File: config.mk
export PLATFORM = sky130hd
export DESIGN_NAME = top
export DESIGN_NICKNAME = d
export VERILOG_FILES = /design/src/rtl/top.sv
export SDC_FILE = /design/constraint.sdc
export NUM_CORES = 1
export LEC_CHECK = 0
export CORE_ASPECT_RATIO = 1.4
export CORE_MARGIN = 3
export CORE_UTILIZATION = 36
export CTS_BUF_LIST = sky130_fd_sc_hd__clkbuf_4
export DETAILED_ROUTE_END_ITERATION = 7
export PLACE_DENSITY = 0.81
export SYNTH_ARGS = -nofsm -noshare
export SYNTH_HDL_FRONTEND = slang
export SYNTH_SLANG_ARGS = --single-unit
File: constraint.sdc
create_clock -name clk -period 1.1 [get_ports clk]
set_input_delay 0.11 -clock clk [delete_from_list [all_inputs] [get_ports clk]]
set_output_delay 0.11 -clock clk [all_outputs]
set_load 0.02 [all_outputs]
File: src/rtl/top.sv
// Dual-channel function block: each channel runs a 4:1 mux, 1:4 demux, 2:4 decoder
// or 4:2 priority encoder, picked by its own mode. All outputs are registered with
// one cycle of latency. Only the selected function's output group is loaded; the
// channel's other groups are cleared on the same edge.
module top (
    input  logic       clk,
    input  logic       reset,
    input  logic [1:0] mode1,
    input  logic [1:0] mode2,
    input  logic [3:0] inmux,
    input  logic [3:0] inenc1,
    input  logic       indemux,
    input  logic [1:0] indec1,
    input  logic [1:0] indec2,
    input  logic [1:0] seldemux,
    input  logic [1:0] selmux,
    output logic       outmux1,
    output logic       outmux2,
    output logic [3:0] outdemux,
    output logic [3:0] outdec1,
    output logic [3:0] outdemux2,
    output logic [3:0] outdec2,
    output logic [1:0] outenc1,
    output logic [1:0] outenc2
);

    typedef enum logic [1:0] {
        ModeMux    = 2'b00,
        ModeDemux  = 2'b01,
        ModeDecode = 2'b10,
        ModeEncode = 2'b11
    } mode_e;

    // Shared primitive results
    logic       mux_bit;
    logic [3:0] demux_vec;
    logic [3:0] dec1_vec;
    logic [3:0] dec2_vec;
    logic [1:0] enc_val;

    // Per-channel next-state values
    logic       mux1_d, mux2_d;
    logic [3:0] demux1_d, demux2_d;
    logic [3:0] dec1_d, dec2_d;
    logic [1:0] enc1_d, enc2_d;

    // Registered state
    logic       mux1_q, mux2_q;
    logic [3:0] demux1_q, demux2_q;
    logic [3:0] dec1_q, dec2_q;
    logic [1:0] enc1_q, enc2_q;

    // Evaluate the four primitive functions from the shared/per-channel inputs
    always_comb begin
        mux_bit            = inmux[selmux];
        demux_vec          = 4'b0000;
        demux_vec[seldemux] = indemux;
        dec1_vec           = 4'b0001 << indec1;
        dec2_vec           = 4'b0001 << indec2;
        // Highest set bit wins; all-zero input encodes as 00
        casez (inenc1)
            4'b1???: enc_val = 2'b11;
            4'b01??: enc_val = 2'b10;
            4'b001?: enc_val = 2'b01;
            default: enc_val = 2'b00;
        endcase
    end

    // Channel 1 output-group steering: unselected groups load zero
    always_comb begin
        mux1_d   = 1'b0;
        demux1_d = 4'b0000;
        dec1_d   = 4'b0000;
        enc1_d   = 2'b00;
        unique case (mode_e'(mode1))
            ModeMux:    mux1_d   = mux_bit;
            ModeDemux:  demux1_d = demux_vec;
            ModeDecode: dec1_d   = dec1_vec;
            ModeEncode: enc1_d   = enc_val;
            default:    ;
        endcase
    end

    // Channel 2 output-group steering: unselected groups load zero
    always_comb begin
        mux2_d   = 1'b0;
        demux2_d = 4'b0000;
        dec2_d   = 4'b0000;
        enc2_d   = 2'b00;
        unique case (mode_e'(mode2))
            ModeMux:    mux2_d   = mux_bit;
            ModeDemux:  demux2_d = demux_vec;
            ModeDecode: dec2_d   = dec2_vec;
            ModeEncode: enc2_d   = enc_val;
            default:    ;
        endcase
    end

    // Output registers with synchronous active-low clear taking priority
    always_ff @(posedge clk) begin
        if (!reset) begin
            mux1_q   <= 1'b0;
            mux2_q   <= 1'b0;
            demux1_q <= 4'b0000;
            demux2_q <= 4'b0000;
            dec1_q   <= 4'b0000;
            dec2_q   <= 4'b0000;
            enc1_q   <= 2'b00;
            enc2_q   <= 2'b00;
        end else begin
            mux1_q   <= mux1_d;
            mux2_q   <= mux2_d;
            demux1_q <= demux1_d;
            demux2_q <= demux2_d;
            dec1_q   <= dec1_d;
            dec2_q   <= dec2_d;
            enc1_q   <= enc1_d;
            enc2_q   <= enc2_d;
        end
    end

    assign outmux1   = mux1_q;
    assign outmux2   = mux2_q;
    assign outdemux  = demux1_q;
    assign outdemux2 = demux2_q;
    assign outdec1   = dec1_q;
    assign outdec2   = dec2_q;
    assign outenc1   = enc1_q;
    assign outenc2   = enc2_q;

endmodule

# --- Word-level counts from Yosys, hierarchy flattened ---
# Index checks and enable logic that the tools add are counted.
op_classes:
  n_lt_le_gt_ge: 3
  n_eq_ne: 8
  shifts: 2
  mux: 5
  n_bitwise: 1
  reduce_logical: 11
ops:
  columns: ["op", "count"]
  rows:
  - ["$reduce_and A2 Y1", 8]
  - ["$eq A2 B2 Y1 const B", 4]
  - ["$shl A1 B2 Y4 const A", 2]
  - ["$eq A2 B1 Y1 const B", 3]
  - ["$lt A2 B3 Y1 const B", 2]
  - ["$pmux W2 S3", 1]
  - ["$and A4 B4 Y4", 1]
  - ["$logic_not A2 Y1", 2]
  - ["$eq A3 B1 Y1 const B", 1]
  - ["$bmux W1 S2", 1]
  - ["$demux W1 S2", 1]
  - ["$ge A2 B1 Y1 const B", 1]
  - ["$mux W1", 2]
  - ["$logic_and A1 B1 Y1", 1]
totals:
  regBits: 22
  in_bits: 23
  output_inout_bits: 22
  word_cells: 38

# --- Depth between registers and ports, before layout ---
# Gate-level depths: netlist (run 1).
depth:
  ltp_word: 5
  depth_mapped: 3
  ltp_nobuf: 2

# --- Least setup slack after synthesis (run 1) ---
# OpenSTA, ideal clock, no wires.
synth_path:
  path_type: "input-to-reg"
  from: "in selmux[0]"
  to: "reg mux1_q, in the netlist outmux1"
  arrival_ns: 0.763
  t_required_ns: 0.983
  setup_slack_ns: 0.220
  stages: 2
  n_path_buf: 0
  path_cell_list: "mux4_2 > and4bb_1"
synth_between:
  elab_chain_len: 2
synth_rtl:
  columns: ["element", "line", "text"]
  rows:
  - ["start: declaration", "16", "input logic [1:0] selmux,"]
  - ["$bmux W1 S2", "55", "mux_bit = inmux[selmux];"]
  - ["$mux W1 (not written as such)", "55", null]
  - ["end signal: assignment", "111", "mux1_q <= mux1_d;"]
  - ["end: declaration", "48", "logic mux1_q, mux2_q;"]
# Every way passes these cells. The select of a mux whose other input is x is not followed.
# A chain may end at the register's enable or synchronous reset.

# --- Worst setup path in the final report (run 1) ---
layout_path:
  from: "in selmux[0]"
  to: "reg mux2_q, in the netlist outmux2"
layout_between:
  elab_chain_len: 2
layout_rtl:
  columns: ["element", "line", "text"]
  rows:
  - ["$bmux W1 S2", "55", null]
  - ["$mux W1 (not written as such)", "55", null]
  - ["end signal: assignment", "112", "mux2_q <= mux2_d;"]
  - ["end: declaration", "48", null]
# Every way passes these cells. The select of a mux whose other input is x is not followed.

==> summary.md, run 1 <==
| Metric | Value |
|---|---|
| Outcome | `completed` |
| Pre-CTS setup slack | `-321.4 ps` |
| Initial antenna violation count | `0` |
| # IOs | `45` |
| Global routing's busiest layer | `met2` |
| Synthesis-to-finish area growth | `73.53%` |
| Ant. Diodes | `0` |
| Top FF cell, synth | `dfxtp_1` |
| First-pass GRT wire length | `2.532 mm` |
| Vias in the first global route | `around 640` |
| Syn_area_per_cell | `11.16 um2` |
| Synth top area share | `64.71%` |
| GR Layer Usage met2 | `26.18%` |
| WL final | `1.605 mm` |
| First DRT Iteration DRCs | `6` |
| Post-synthesis sequential area ratio | `64.71%` |
| DR vias | `642` |
| Hold buffers post-CTS | `0` |
| Final GP Congestion | `0.6613` |
| Synth warn | `0` |
| Most frequent cell after synthesis | `dfxtp_1` |
| GRT Total Usage | `13.79%` |
| Largest net degree at the start of global routing | `13` |
| Via-per-instance ratio | `4.864` |
| Pwr per Cell Area | `1161 nW/um2` |
| Storage element area | `roughly 440 um2` |
| Worst-Margin Slew | `225.2 ps` |
| Cell taking the most area after synthesis | `dfxtp_1` |
| Register bit total from synthesis | `22` |
| Synth area leaders | `dfxtp_1 65%, nor3_1 5.9%, nor2_1 3.9%` |
| Core area | `1779 um2` |
| Post-CTS setup buffers | `0` |
| Worst vdd ir | `0.0008232 V` |
| Die Ht | `57.45 um` |
| Most frequent cells after synthesis | `22 x dfxtp_1, 8 x nor3_1, 7 x nor2_1` |
| Synth cell types | `16` |
| Hold_ws | `between 300 and 400 ps` |
| # port buffers | `43` |
| Post-DP HPWL | `1.312 mm` |
| Routing usage on met1 | `13.04%` |
| Min cycle time layout | `1084 ps` |
| Starting Density | `38.26%` |
| Multi-input gate area | `227.7 um2` |
| DRC | `0` |
| GRT Residual Overflow | `0` |
| Cell Area, Synth | `680.7 um2` |
| Cts repair resizes | `22` |
| DRT Pass-1 Iters | `2` |
| Fin. Hold Viols | `0` |
| Clock transition at path regs | `110 ps` |
| Setup WS post-layout | `~16 ps` |
| Share of cells above drive strength 1 | `under 10%` |
| # fillers | `175` |
| Worst hold start | `inenc1[1]` |
| Max Fanout on Critical Path | `2` |
| CTS root buf | `clkbuf_4` |
| Sink Count | `22` |
| WS Path Type | `in2reg` |
| Clk buf depth | `2` |
| Antenna Nets Post-Route | `0` |
| Chip width | `approximately 43 um` |
| Max Slew Vio Count | `0` |
| Max Cap Violations | `0` |
| Unrepaired setup endpoints after global routing | `false` |
| CP arrival | `1290 ps` |
| Crit path launch type | `input pin` |
| Hold path depth | `3` |
| Asr flop ratio synth | `0%` |
| Hold Crit Class | `in2reg` |
| Wire per inst | `between 10 and 15 um` |
| Fmax | `922.7 MHz` |
| Setup violators final | `0` |
| CTS tree | `yes` |
| Worst Hold End | `outenc2[0]` |
| Syn Nets | `84` |
| Post-layout nets | `136` |
| Worst Path Required | `1310 ps` |
| Htree depth | `1` |
| DIE AREA | `2456 um2` |
| Core Rows | `18` |
| Max-slew headroom | `between 80% and 90%` |
| Number of buffers created by CTS | `3` |
| Post-synth EDFFs | `0` |
| Worst Setup End Kind | `register` |
| Met3 usage | `~1.9%` |
| Leak Pwr | `0.5016 nW` |
| Mapped Cells | `61` |
| Fin crit share | `98.52%` |
[state kept, by name, indices dropped and copies added (netlist names)]
name / flops
outenc2: 2
outenc1: 2
outmux2: 1
outdec2: 4
outdemux: 4
outdemux2: 4
outmux1: 1
outdec1: 4
[cell usage in the layout, fill, tap and decap left out, drive strengths merged]
| cell | count |
|---|---|
| nor4 | 1 |
| nor3 | 8 |
| and4bb | 2 |
| clkdlybuf4s15 | 14 |
| inv | 2 |
| nand3b | 3 |
| dfxtp | 22 |
| nor2 | 7 |
| buf | 5 |
| nor4b | 2 |
| nand2 | 3 |
| clkinv | 1 |
| mux4 | 1 |
| clkbuf | 4 |
| nor4bb | 1 |
| nand2b | 2 |
| clkdlybuf4s50 | 21 |
| a21oi | 2 |
| nand3 | 3 |
| nand4b | 1 |
| dlygate4sd2 | 7 |
[through the flow]
| stage | setup TNS (ps) | utilization, % | instance area, um2 | power, mW | instances |
|---|---|---|---|---|---|
| after global placement | -583.5 | 65.68 | 1169 | 1.033 | 128 |
| after CTS | 0 | 65.61 | 1167 | 1.376 | 132 |
| after detailed placement | -725.4 | 65.68 | 1169 | 1.039 | 128 |
| after floorplan | 0 | - | 680.7 | 0.8968 | 61 |
| final | 0 | 66.39 | 1181 | 1.371 | 132 |
| after global routing | 0 | 66.39 | 1181 | 1.430 | 132 |
[routing by layer]
layer,part of all wire (%),vias to the layer above,wire length (um)
met2,55,30,883
met5,0,-,0
met1,36,286,581
li1,-,322,-
met4,2.3,0,37
met3,6.4,4,103
[report_power, final]
part           switching, mW  internal (mW)  total (mW)  leakage [nW]
Sequential           0.00384          0.812       0.815         0.178
Clock                  0.227          0.132       0.359        0.0154
Combinational         0.0804          0.116       0.196         0.308
[worst max-delay path by stage]
stage,start,end,depth (start not counted)
global placement,selmux[0],outmux1,3
global route,outdemux[0],outdemux[0],1
floorplan,selmux[0],outmux1,2
detailed placement,selmux[0],outmux1,3
CTS,outenc1[0],outenc1[0],1
finish,selmux[0],outmux2,3
[logic make-up (layout without fill, tap and decap cells)]
group | Yosys count | count (layout) | share of synthesized area [%]
DFF | 22 | 22 | 64.71
muxes | 1 | 1 | 3.309
AOI/OAI and AO/OA | 2 | 2 | 1.471
and+or+nand+nor | 33 | 33 | 28.68
buffers and inverters | 3 | 54 | 1.838
[critical path: stages]
cell and delay (ps):
clkdlybuf4s50_1 480, mux4_2 500, and4bb_1 200
[area by class of cell]
type                       instances  share of cell area [%]
tap                               20                   2.119
timing repair buffer              48                   38.45
sequential                        22                   37.29
clock inverter                     1                  0.3178
clock buffer                       3                   1.907
inverter                           2                  0.6356
multi-input combinational         36                   19.28
No activity file was read; power rests on OpenSTA's default activity.
==> run 2: changes to the inputs <==
CORE_UTILIZATION = 34   (was 36)
CTS_BUF_LIST = sky130_fd_sc_hd__clkbuf_16   (was sky130_fd_sc_hd__clkbuf_4)
GPL_TIMING_DRIVEN = 0   (was unset)
PLACE_DENSITY = 0.77   (was 0.81)
TNS_END_PERCENT = 30   (was unset)
==> run 2 against run 1 <==
Compared with the run above: non-clock buffer count fell by 5; largest cell class is now flip-flops and latches; setup slack improved by 45 ps; sequential share of layout area fell by 0.77 points; via count fell by 4.4%; die area rose by 5.1%; critical path depth did not move; power rose by 45%; highest routed layer unchanged; fmax rose by 4.3%; global-route usage fell by 0.37 points.
==> summary.md, run 2 (synthesis results as in run 1) <==
| Metric | Value |
|---|---|
| Outcome | `completed` |
| Clock power share | `50.1% (+24 points)` |
| Hold_ws | `202.4 ps (-196.4 ps)` |
| Wire per inst | `12.24 um (+0.63%)` |
| Largest net degree at the start of global routing | `14 (+1)` |
| DRC | `0 (unchanged)` |
| Worst Hold End | `outenc2[1]` |
| Max-slew headroom | `83.51% (-1.3 points)` |
| Synthesis-to-finish area growth | `77.21%` |
| Leak Pwr | `0.5744 nW (+15%)` |
| Most frequent cells in the layout | `22 x dfxtp_1, 22 x dlygate4sd2_1, 19 x clkdlybuf4s50_1, 8 x nor3_1, 7 x nor2_1` |
| Share of cells above drive strength 1 | `5.607% (-3.3 points)` |
| Switching power share of the total | `17.92% (-4.8 points)` |
| Die Ht | `58.94 um (+2.6%)` |
| Worst hold start | `reset` |
| CP arrival | `1180 ps (-110 ps)` |
| Final GP Congestion | `0.7210 (+9.0%)` |
| Post-DP HPWL | `1.181 mm (-10%)` |
| First DRT Iteration DRCs | `7 (+1)` |
| Clock transition at path regs | `60 ps (-50 ps)` |
| Setup tns final | `0 ps (unchanged)` |
| Pwr Total | `1.991 mW (+45%)` |
| DR vias | `614 (-4.4%)` |
| Worst Setup End Kind | `register` |
| Share of power burned in registers | `41.0% (-19 points)` |
| Max Slew Vio Count | `0 (unchanged)` |
| Crit path launch type | `input pin` |
| Worst Path Required | `1240 ps (-70 ps)` |
| GRT Total Usage | `13.42% (-0.37 points)` |
| Post-CTS setup buffers | `0 (unchanged)` |
| Max Cap Violations | `0 (unchanged)` |
| Clk buf depth | `2 (unchanged)` |
| CTS tree | `yes` |
| Fin. Hold Viols | `0 (unchanged)` |
| Hold buffers post-CTS | `0 (unchanged)` |
| GRT Residual Overflow | `0 (unchanged)` |
| Comb power frac | `8.9% (-5.4 points)` |
| Ant. Diodes | `0 (unchanged)` |
| Sink Count | `22 (unchanged)` |
| Post-layout nets | `131 (-3.7%)` |
| Number of buffers created by CTS | `3 (unchanged)` |
| Min cycle time layout | `1039 ps (-44.78 ps)` |
| Hold Crit Class | `in2reg` |
| Hold path depth | `3 (unchanged)` |
| WS Path Type | `in2reg` |
| Psw | `356.7 uW (+15%)` |
| Max Fanout on Critical Path | `2 (unchanged)` |
| Worst-Margin Slew | `244.0 ps (+18.82 ps)` |
| WL final | `1.554 mm (-3.2%)` |
| DIE AREA | `2582 um2 (+5.1%)` |
| Initial antenna violation count | `0 (unchanged)` |
| Vias in the first global route | `594 (-6.9%)` |
| CTS root buf | `clkbuf_16` |
| Setup violators final | `0 (unchanged)` |
| Htree depth | `1 (unchanged)` |
| Fin crit share | `94.45% (-4.1 points)` |
| Pwr per Cell Area | `1651 nW/um2 (+42%)` |
| Worst vdd ir | `0.0009242 V (+12%)` |
| Starting Density | `37.31% (-0.94 points)` |
| Via-per-instance ratio | `4.835 (-0.60%)` |
| DRT Pass-1 Iters | `4 (+2)` |
| P_int | `1.634 mW (+54%)` |
| # IOs | `45 (unchanged)` |
| Core area | `1824 um2 (+2.5%)` |
| First-pass GRT wire length | `2.539 mm (+0.28%)` |
| Core Rows | `18 (unchanged)` |
| Fmax | `962.5 MHz (+4.3%)` |
| Chip width | `43.82 um (+2.5%)` |
| # port buffers | `42 (-2.3%)` |
| Antenna Nets Post-Route | `0 (unchanged)` |
| Unrepaired setup endpoints after global routing | `false` |
==> run 2: routing by layer <==
layer  vias to the layer above  routed length (um)  track usage (%)
met5                         -                   0                0
met4                         0                  11            7.759
met3                         2                 165            4.893
met2                        30                 815            22.92
met1                       269                 561            13.71
li1                        313                   -                -
==> run 2: power groups by stage <==
| stage | sequential [mW] | clock, mW | combinational (mW) |
|---|---|---|---|
| floorplan | 0.853 | 0 | 0.0434 |
| CTS | 0.816 | 1.01 | 0.179 |
| finish | 0.815 | 0.998 | 0.178 |
| global route | 0.817 | 1.05 | 0.193 |
| global placement | 0.833 | 0 | 0.186 |
| detailed placement | 0.834 | 0 | 0.188 |
==> run 2: layout make-up <==
class                      instances  area (um2)
fill                             148       618.1
clock buffer                       3       75.07
buffer                             1       5.005
inverter                           2       7.507
clock inverter                     1       30.03
tap                               20       25.02
timing repair buffer              42       395.4
sequential                        22       440.4
multi-input combinational         36       227.7
==> run 2: through the flow <==
| stage | cell area (um2) | setup WS, ps | std cells | utilization (%) |
|---|---|---|---|---|
| 6_report | 1206 | 61.03 | 127 | 66.12 |
| 5_1_grt | 1206 | 27.44 | 127 | 66.12 |
| 4_1_cts | 1204 | -54.86 | 127 | 65.98 |
| 3_5_place_dp | 1126 | -314.3 | 123 | 61.73 |
| 3_3_place_gp | 1126 | -303.5 | 123 | 61.73 |
| 2_1_floorplan | 680.7 | 220.0 | 61 | - |
==> run 2: worst max-delay path by stage <==
stage	slack, ps	endpoint	cells past startpoint	start
floorplan	220	outmux1	2	selmux[0]
global placement	-300	outmux2	3	selmux[0]
detailed placement	-310	outmux2	3	selmux[0]
CTS	-50	outmux1	3	selmux[0]
global route	30	outmux2	3	inmux[3]
finish	60	outmux1	3	inmux[2]
==> run 2: critical path, stage by stage <==
cell             delay [ps]
clkdlybuf4s50_1         400
mux4_2                  470
and4bb_1                200
==> run 2: timing repair <==
item,CTS,global route
endpoints found under the hold margin,0,0
resized for setup,22,1
endpoints found under the setup margin,24,2
